===== config.mk =====
export PLATFORM = sky130hd
export DESIGN_NAME = io_input_capture
export DESIGN_NICKNAME = d
export VERILOG_FILES = /design/src/rtl/io_pkg.sv /design/src/rtl/io_tick_gen.sv /design/src/rtl/io_input_capture.sv
export SDC_FILE = /design/constraint.sdc
export NUM_CORES = 1
export LEC_CHECK = 0
export CORE_MARGIN = 2
export CORE_UTILIZATION = 57
export DETAILED_ROUTE_END_ITERATION = 6
export MAX_ROUTING_LAYER = met4
export PLACE_DENSITY_LB_ADDON = 0.12
export SYNTH_ARGS = -nofsm -noshare
export SYNTH_HDL_FRONTEND = slang
export SYNTH_SLANG_ARGS = --single-unit

===== constraint.sdc =====
create_clock -name clk -period 2.3 [get_ports clk]
set_clock_uncertainty 0.15 [all_clocks]
set_input_delay 0.23 -clock clk [delete_from_list [all_inputs] [get_ports clk]]
set_output_delay 0.23 -clock clk [all_outputs]
set_load 0.05 [all_outputs]

===== src/rtl/io_pkg.sv =====
// Shared constants for the tinymips memory-mapped IO devices.
package io_pkg;

  localparam int unsigned IO_WORD_W           = 32;
  localparam int unsigned IO_DEBOUNCE_DEFAULT = 16;

  localparam logic IO_REG_LEVEL = 1'b0;
  localparam logic IO_REG_EDGE  = 1'b1;

endpackage


===== src/rtl/io_tick_gen.sv =====
// Free-running prescaler: tick is high for one cycle every PERIOD cycles.
module io_tick_gen #(
  parameter int unsigned PERIOD = 16
) (
  input  logic clk,
  input  logic reset_n,
  output logic tick
);

  localparam int unsigned CW = $clog2(PERIOD);
  localparam logic [CW-1:0] LAST = CW'(PERIOD - 1);

  logic [CW-1:0] count_q;
  logic [CW-1:0] count_d;

  assign tick = (count_q == LAST);

  always_comb begin
    count_d = count_q + 1'b1;
    if (tick) count_d = '0;
  end

  always_ff @(posedge clk) begin
    if (!reset_n) count_q <= '0;
    else          count_q <= count_d;
  end

endmodule


===== src/rtl/io_input_capture.sv =====
// Synchronised, debounced input port with sticky W1C rising-edge flags.
// Optional registered interrupt output enabled by `define IO_INPUT_IRQ_EN.
module io_input_capture
  import io_pkg::*;
#(
  parameter int unsigned WIDTH           = IO_WORD_W,
  parameter int unsigned DEBOUNCE_CYCLES = IO_DEBOUNCE_DEFAULT
) (
  input  logic             clk,
  input  logic             reset_n,
  input  logic             we,
  input  logic             a,
  input  logic [WIDTH-1:0] wd,
  output logic [WIDTH-1:0] rd,
  input  logic [WIDTH-1:0] iport,
  output logic             irq
);

  logic             tick;
  logic [WIDTH-1:0] sync1_q, sync2_q;
  logic [WIDTH-1:0] prev_q;
  logic [WIDTH-1:0] stable_q, stable_d;
  logic [WIDTH-1:0] flags_q, flags_d;
  logic [WIDTH-1:0] rise;
  logic [WIDTH-1:0] clr;
  logic [WIDTH-1:0] agree;

  io_tick_gen #(
    .PERIOD (DEBOUNCE_CYCLES)
  ) u_tick (
    .clk     (clk),
    .reset_n (reset_n),
    .tick    (tick)
  );

  // A bit only moves when it reads the same value at two consecutive ticks.
  always_comb begin
    agree    = ~(sync2_q ^ prev_q);
    stable_d = stable_q;
    if (tick) stable_d = (agree & sync2_q) | (~agree & stable_q);
    rise     = stable_d & ~stable_q;
    clr      = (we && a == IO_REG_EDGE) ? wd : '0;
    flags_d  = (flags_q & ~clr) | rise;
  end

  always_ff @(posedge clk) begin
    if (!reset_n) begin
      sync1_q  <= '0;
      sync2_q  <= '0;
      prev_q   <= '0;
      stable_q <= '0;
      flags_q  <= '0;
    end else begin
      sync1_q  <= iport;
      sync2_q  <= sync1_q;
      if (tick) prev_q <= sync2_q;
      stable_q <= stable_d;
      flags_q  <= flags_d;
    end
  end

  assign rd = (a == IO_REG_EDGE) ? flags_q : stable_q;

`ifdef IO_INPUT_IRQ_EN
  logic irq_q;

  always_ff @(posedge clk) begin
    if (!reset_n) irq_q <= 1'b0;
    else          irq_q <= |flags_q;
  end

  assign irq = irq_q;
`else
  assign irq = 1'b0;
`endif

endmodule


==> results of run 1 <==
power groups by stage:
stage                     sequential, mW  combinational (mW)  clock, mW
after floorplan                     2.98               0.122          0
after global placement              2.98               0.260          0
after detailed placement            2.99               0.265          0
after CTS                           2.93               0.269       2.73
after global routing                2.93               0.287       2.85
final                               2.93               0.265       2.67
cell type report:
cell class                 count  area share
inverter                       1    0.000477
clock buffer                  27      0.0675
tap                          140      0.0222
timing repair buffer         114       0.134
multi-input combinational    462       0.354
clock inverter                 3     0.00508
sequential                   164       0.417
critical path, delay by kind of cell (launching register included):
kind                       cells  cell delay [ns]
DFF                            1             0.38
adders and majority gates      1             0.29
buffers and inverters          1             0.34
and+or+nand+nor                2             0.49
AOI/OAI and AO/OA              1             0.15
cells by family after synthesis:
family,Yosys count,share of synthesized area
compound gates,195,0.207
xor+xnor,1,0.00139
simple gates,232,0.174
fa+ha+maj,1,0.00199
mux,32,0.0573
other cells,1,0.000597
flops,164,0.523
buf+inv,48,0.0356
per-stage QoR:
stage	power (mW)	std cells	hold WS [ns]	area [sq um]	setup slack, ns
final	5.86	911	0.137	7880	0.436
after global routing	6.07	911	0.120	7880	0.276
after CTS	5.92	911	0.109	7880	0.439
after detailed placement	3.25	880	0.269	7290	0.462
after global placement	3.24	880	0.264	7290	0.547
after floorplan	3.10	674	0.207	6280	0.754
how the worst max path moves through the flow:
stage	start	endpoint	slack, ns
detailed placement	u_tick.count_q[0]$_SDFF_PP0_	stable_q[1]$_SDFF_PN0_	0.46
global placement	u_tick.count_q[0]$_SDFF_PP0_	flags_q[29]$_SDFF_PN0_	0.55
floorplan	u_tick.count_q[0]$_SDFF_PP0_	stable_q[23]$_SDFF_PN0_	0.75
CTS	u_tick.count_q[0]$_SDFF_PP0_	flags_q[4]$_SDFF_PN0_	0.44
finish	u_tick.count_q[0]$_SDFF_PP0_	flags_q[4]$_SDFF_PN0_	0.44
global route	u_tick.count_q[0]$_SDFF_PP0_	flags_q[4]$_SDFF_PN0_	0.28
cells in the final DEF (no fill, tap or decap), drive strengths merged:
cell type	synthesis	routed
a21boi	65	65
a21oi	33	33
and2	66	66
and3	2	2
buf	24	48
bufinv	0	1
clkbuf	23	27
clkdlybuf4s50	0	65
clkinv	0	2
conb	1	1
dfxtp	164	164
dlygate4sd3	0	1
ha	1	1
inv	1	1
mux2	32	32
nand2	129	129
nand3	1	1
nand4b	1	1
nor2	1	1
nor3	32	32
o211ai	32	32
o21a	32	32
o21ai	33	33
xor2	1	1
cells in the mapped netlist (2+ instances only):
cell type	count
dfxtp_1	164
nand2_1	129
and2_1	66
a21boi_0	33
a21oi_1	33
a21boi_1	32
mux2_2	32
nor3_1	32
o211ai_1	32
o21a_1	32
o21ai_1	28
clkbuf_1	23
buf_2	17
o21ai_0	5
buf_4	4
and3_1	2
buf_1	2
layer usage:
| metal | wire length, microns | vias up |
|---|---|---|
| li1 | - | 2474 |
| met1 | 5380 | 2246 |
| met2 | 6100 | 108 |
| met3 | 474 | 15 |
| met4 | 219 | 0 |
| met5 | 0 | - |
sequential cells by signal, indices dropped and copies added, names as in the netlist:
name	count
u_tick.count_q	4
flags_q	32
stable_q	32
sync1_q	32
prev_q	32
sync2_q	32
repair_timing:
item                      CTS  global route
resized for setup           0             0
hold buffers                1             0
hold endpoints to repair    1             0
==> impl_results.md, run 1 <==
- Startpoint Class: flop
- Vias in the first global route: 4459
- Synthesized area per cell: 9.32 sq um
- CTS Buffer Depth: 2
- Sw frac: 0.196
- CP Cell Sequence: ha_1 > nand3_4 > buf_4 > nor3_1 > o21a_1
- First-pass GRT wire length: 19.2 mm
- Worst Path Arrival: 2.17 ns
- I/O pin total: 101
- CTS Sinks: 164
- Drt wl/cell: 13.4 microns
- Register area share after synthesis: 0.523
- DIE WIDTH: 109 microns
- Die area: 11900 sq um
- Fill cell total of the finished layout: 775
- Met1 Resource Use GR: 0.236
- Maximum number of pins on one net before global-route repair: 73
- Met3 Use GR: 0.0514
- CP max FO: 34
- CP Capture Type: flop
- Hold endpoint: sync1_q[28]$_SDFF_PN0_
- Final Max Tran Viols: 0
- Crit path required time: 2.61 ns
- Htree depth: 4
- Flops & latches, synth: 164
- HP Class: in2reg
- Final worst path period need: 1.86 ns
- Hold Path Depth: 2
- Final Hold Viols: 0
- Clk_lat worst skew: 0.52 ns
- Initial Util: 0.582
- Sequential share of power: 0.499
- # DRC: 0
- Core Area: 10800 sq um
- Clock power share: 0.456
- Overflow after GRT: 0
- Synth Flop Type: dfxtp_1
- Cell internal pwr: 4.71 mW
- Worst reg-to-reg setup slack: 0.44 ns
- TritonCTS Buffers: 17
- Reg2Reg Depth: 5
- WL final: 12.2 mm
- GRT Max-Usage Layer: met2
- Netlist Area Pre-Place: 6280 sq um
- WS Path Type: reg2reg
- Nets: 829
- GRT met2 Usage: 0.365
- Crit path largest cell delay: 0.38 ns
- Number of distinct library cells after synthesis: 25
- Area contributors post-synth: dfxtp_1 (52%), nand2_1 (7.7%), and2_1 (6.6%)
- Syn-to-layout area delta: 25.3%
- CP max stage cell: dfxtp_1
- DRT antenna net count: 0
- Initial DRC Count: 225
- # diodes: 0
- Setup TNS Final: 0 ns
- FP Rows: 38
- Via count: 4843
- Achievable frequency: 537 MHz
- CTS tree: yes
- Total track usage: 0.214
- Final Cycle Share: 0.810
- Finished Core Util: 0.730
- Pwr/cell area: 745 nW/um^2
- Share of the synthesized area in the top cell type: 0.523
- Min-delay src: iport[28]
- Share of cells above drive strength 1: 0.143
- Combinational share of power: 0.045
- Yosys warnings: 0
- Max-capacitance violation count: 0
- Root Driver: clkbuf_8
- Peak VDD IR: 0.000658 V
- Cell accounting for the most synthesized area: dfxtp_1
- Psw: 1.15 mW
- R2R Path Start: u_tick.count_q[0]$_SDFF_PP0_
- Die Y: 109 microns
- Port Buffers: 99
- Multi-input gate area: 2790 sq um
- Status: finished clean
- Lkg Pwr: 2.87 nW
- GP Congestion: 0.727
- CTS clk-pin slew, worst paths: 0.06 ns
- RSZ-0062 raised after global routing: no
- Synthesized netlist cell count: 674
- Via density: 5.32
- DR pass1 iterations: 5
- Synth Net Count: 743
- R2R Path End: flags_q[4]$_SDFF_PN0_
- Post-synth EDFFs: 0
- Final setup vio count: 0
- Dpl hpwl: 7.73 mm
- Post-CTS setup buffers: 0
- Register area: 3280 sq um
- Post-synth ARST share: 0
- Initial antenna violation count: 0
No activity file was read; power rests on OpenSTA's default activity.
==> run 2: changes to the inputs <==
- CORE_UTILIZATION: 57 -> 48
- clock period: 2.3 -> 1.7 ns (I/O delays scaled with it)
==> impl_results.md, run 2 (synthesis gave the netlist of run 1 again) <==
- DRT antenna net count: 0 (unchanged)
- CTS Buffer Depth: 2 (unchanged)
- Fin area: 8010 sq um (+1.7%)
- WS Path Type: reg2reg
- Finished Core Util: 0.630 (-0.0999)
- CP Capture Type: flop
- TritonCTS Buffers: 17 (unchanged)
- Hold endpoint: flags_q[3]$_SDFF_PN0_
- Hold Path Depth: 2 (unchanged)
- Worst Path Buf+Inv: 1 (unchanged)
- Non-Filler Instances: 945 (+3.7%)
- Clk_lat worst skew: 0.42 ns (-0.10 ns)
- Overflow after GRT: 0 (unchanged)
- Status: finished clean
- Pwr/cell area: 1020 nW/um^2 (+36%)
- Worst reg-to-reg setup slack: 0.10 ns (-0.33 ns)
- Setup TNS Final: 0 ns (unchanged)
- Inst Count DP: 913 (+3.8%)
- Reg2Reg Depth: 5 (unchanged)
- Die area: 14000 sq um (+18%)
- Final Hold Viols: 0 (unchanged)
- Via count: 4838 (-0.10%)
- Via density: 5.12 (-3.7%)
- Crit path required time: 1.85 ns (-0.76 ns)
- R2R Path Start: u_tick.count_q[0]$_SDFF_PP0_
- CP Cell Sequence: ha_2 > nand3_4 > buf_4 > o211ai_1 > o21ai_1
- Initial DRC Count: 312 (+39%)
- Syn-to-layout area delta: 27.5%
- Peak VDD IR: 0.000739 V (+12%)
- Max-capacitance violation count: 0 (unchanged)
- CTS Sinks: 164 (unchanged)
- Maximum number of pins on one net before global-route repair: 41 (-44%)
- # diodes: 0 (unchanged)
- Achievable frequency: 626 MHz (+17%)
- FP Rows: 41 (+7.9%)
- Min-delay src: reset_n
- Core Area: 12700 sq um (+18%)
- Lkg Pwr: 2.89 nW (+0.63%)
- GP Congestion: 0.719 (-0.99%)
- Dpl hpwl: 8.01 mm (+3.7%)
- Commonest non-fill, non-tap cells in the layout: dfxtp_1 (164), nand2_1 (129), and2_1 (66)
- Final Cycle Share: 0.940 (+0.129)
- Final worst path period need: 1.60 ns (-0.266 ns)
- HP Class: in2reg
- Crit path largest cell delay: 0.38 ns (about the same)
- DIE WIDTH: 118 microns (+8.6%)
- CP max stage cell: dfxtp_1
- WL final: 12.4 mm (+2.1%)
- Worst Path Arrival: 1.75 ns (-0.42 ns)
- Root Driver: clkbuf_16
- Final setup vio count: 0 (unchanged)
- RSZ-0062 raised after global routing: yes
- CTS tree: yes
- Final Max Tran Viols: 0 (unchanged)
- Drt wl/cell: 13.1 microns (-1.6%)
- Fill cell total of the finished layout: 1081 (+39%)
- Cell Area, Placed: 7400 sq um (+1.5%)
- Total track usage: 0.189 (-0.0257)
- Initial Util: 0.494 (-0.0883)
- Htree depth: 4 (unchanged)
- Die Y: 118 microns (+8.6%)
- Commonest non-fill, non-tap cell in the layout: dfxtp_1
- Nets: 829 (unchanged)
- Initial antenna violation count: 0 (unchanged)
- Top Family by Delay on Critical Path: flip-flops
- DR pass1 iterations: 5 (unchanged)
- First-pass GRT wire length: 21.1 mm (+9.8%)
- R2R Path End: stable_q[15]$_SDFF_PN0_
- I/O pin total: 101 (unchanged)
- CP max FO: 36 (+5.9%)
- # DRC: 0 (unchanged)
- Startpoint Class: flop
- Hold slack: 0.0183 ns (-0.119 ns)
- Share of cells above drive strength 1: 0.151 (+0.00869)
- Vias in the first global route: 4592 (+3.0%)
- CTS clk-pin slew, worst paths: 0.06 ns (about the same)
- Port Buffers: 99 (unchanged)
## run 2: metrics by stage
stage / setup WS (ns) / power (mW)
2_1_floorplan: 0.154 / 4.20
3_3_place_gp: 0.104 / 4.41
3_5_place_dp: 0.0471 / 4.42
4_1_cts: 0.0382 / 8.24
5_1_grt: -0.0437 / 8.45
6_report: 0.102 / 8.14
## run 2: worst max path at each step
stage          slack, ns  cells past startpoint                    startpoint                 endpoint
5_1_grt            -0.04                      5  u_tick.count_q[0]$_SDFF_PP0_    flags_q[6]$_SDFF_PN0_
3_3_place_gp        0.10                      5  u_tick.count_q[0]$_SDFF_PP0_   flags_q[18]$_SDFF_PN0_
3_5_place_dp        0.05                      5  u_tick.count_q[0]$_SDFF_PP0_   flags_q[15]$_SDFF_PN0_
6_report            0.10                      5  u_tick.count_q[0]$_SDFF_PP0_  stable_q[15]$_SDFF_PN0_
4_1_cts             0.04                      5  u_tick.count_q[0]$_SDFF_PP0_   flags_q[15]$_SDFF_PN0_
2_1_floorplan       0.15                      6  u_tick.count_q[0]$_SDFF_PP0_  stable_q[23]$_SDFF_PN0_
## run 2: area by class of cell
type	instances	area (sq um)	area share
timing repair buffer	114	1120	0.139
multi-input combinational	462	2790	0.349
clock buffer	18	439	0.0548
clock inverter	14	161	0.0201
sequential	164	3280	0.410
tap	172	215	0.0269
inverter	1	3.75	0.000469
## run 2: power by group
group / total (mW) / switching, mW / internal, mW
Clock: 3.81 / 1.48 / 2.33
Combinational: 0.374 / 0.144 / 0.229
Sequential: 3.96 / 0.0360 / 3.92
## run 2: what timing repair did
item,CTS,global route
hold buffers,0,0
buffers inserted,0,0
endpoints found under the setup margin,0,50
gates resized for setup,0,2
## run 2: per-layer routing
| metal | routed length (microns) | vias up | GRT usage |
|---|---|---|---|
| met1 | 5660 | 2252 | 0.221 |
| met4 | 229 | 0 | 0.0804 |
| li1 | - | 2482 | - |
| met5 | 0 | - | - |
| met3 | 438 | 20 | 0.0454 |
| met2 | 6100 | 84 | 0.310 |
==> edit (settings of run 2) <==
`IO_DEBOUNCE_DEFAULT`: 16 -> 8.
--- a/src/rtl/io_pkg.sv
+++ b/src/rtl/io_pkg.sv
@@ -3,5 +3,5 @@
 
   localparam int unsigned IO_WORD_W           = 32;
-  localparam int unsigned IO_DEBOUNCE_DEFAULT = 16;
+  localparam int unsigned IO_DEBOUNCE_DEFAULT = 8;
 
   localparam logic IO_REG_LEVEL = 1'b0;
Behaviour: same outputs for any inputs over 10 cycles, from zero or initial values and one cycle with reset_n low; that may be too few to reach the edited logic, so the function may still have changed.
==> edit against run 2 <==
- routed wire length up 13%
- sequential cell count down 1
- sequential share of layout area fell by 2.8 points
- setup slack got worse by 0.070 ns
- synthesized area rose by 2.8%
- power is 0.89% higher
- design area grew 6.7%
==> edit: results (changes against run 2) <==
[hold_path]
holdPathStages=3  ; +1

[detailed_routing]
drtPass1Iterations=4  ; -1
vias=5055  ; +4.5%
wire_per_inst_um=14.41  ; +9.6%

[logic_synthesis]
synth_compound_area_share_pct=14.26  ; -6.4 points
synthMuxAreaShare_pct=4.958  ; -0.78 points
synth_commonest_cells=dfxtp_1 (163), nand2_1 (97), and2_1 (64)
synth_area_leaders=dfxtp_1 (51%), and2_1 (6.2%), nand2_1 (5.6%), mux2i_1 (5.0%), o32ai_2 (4.0%)
synth_nets=770  ; +3.6%
synth_xor_area_share_pct=0  ; -0.14 points
synthAdderAreaFrac_pct=0.3874  ; +0.19 points
ys_types=23  ; -8.0%

[finish]
fill_cells=1083  ; +0.19%
drive_gt1_share_pct=12.31  ; -2.8 points
final_nets=853  ; +2.9%

[critical_path]
worstPathArrival_ns=1.35  ; -0.40 ns
startpoint=stable_q[31]
path_max_fanout=3  ; -92%
rrSetupSlack_ns=0.05  ; -0.05 ns
regToRegEndpoint=stable_q[6]
cp-endpoint=rd[31]

[power]
power_leakage_nw=3.052  ; +5.8%
irDropWorstVdd_uv=649.0  ; -12%

[placed_design]
place_inst=940  ; +3.0%
place_area_sq_um=7944  ; +7.3%
gp_congestion=0.7226  ; +0.44%
post-dp-hpwl_mm=9.034  ; +13%

[cts]
cts-resized-gates=4  ; +4
cts_setup_buffers=0  ; unchanged

[global_routing]
grt_max_degree=78  ; +90%
grt_pass1_wl_mm=22.94  ; +8.6%

[status]
status=finished, final reports clean

edit: cells by family after synthesis:
group | count (synthesis)
flops | 163
buf+inv | 82
other cells | 1
compound gates | 128
simple gates | 292
fa+ha+maj | 2
mux | 32
edit: cell type report:
type / instances / area [sq um] / area share [%]
Clock inverter: 11 / 132.6 / 1.551
Tap cell: 176 / 220.2 / 2.575
Clock buffer: 21 / 470.5 / 5.502
Sequential cell: 163 / 3263 / 38.16
Timing Repair Buffer: 113 / 1509 / 17.65
Inverter: 33 / 123.9 / 1.449
Multi-Input combinational cell: 455 / 2831 / 33.11
edit: how the worst min path moves through the flow:
stage	start	end	slack (ns)
global placement	sync1_q[12]	sync2_q[12]	0.26
global route	reset_n	prev_q[17]	0.05
floorplan	iport[0]	sync1_q[0]	0.15
CTS	reset_n	prev_q[13]	0.05
finish	reset_n	prev_q[17]	0.04
detailed placement	u_tick.count_q[0]	u_tick.count_q[0]	0.27
edit: worst reg2reg max path: stages, from the launching register on:
cell,delay [ns]
dfxtp_1,0.31
ha_1,0.22
ha_4,0.19
buf_12,0.20
nor2b_1,0.19
o32ai_1,0.27
edit: power by group:
part           internal [mW]  switching (mW)
Combinational          0.225           0.183
Clock                   2.41            1.46
Sequential              3.90          0.0428
edit: routing by layer:
metal	GRT usage [%]	vias to the layer above	wire [um]
met1	23.53	2384	6143
met3	4.705	19	543
li1	-	2547	-
met2	35.26	105	7069
met5	-	-	0
met4	7.868	0	249
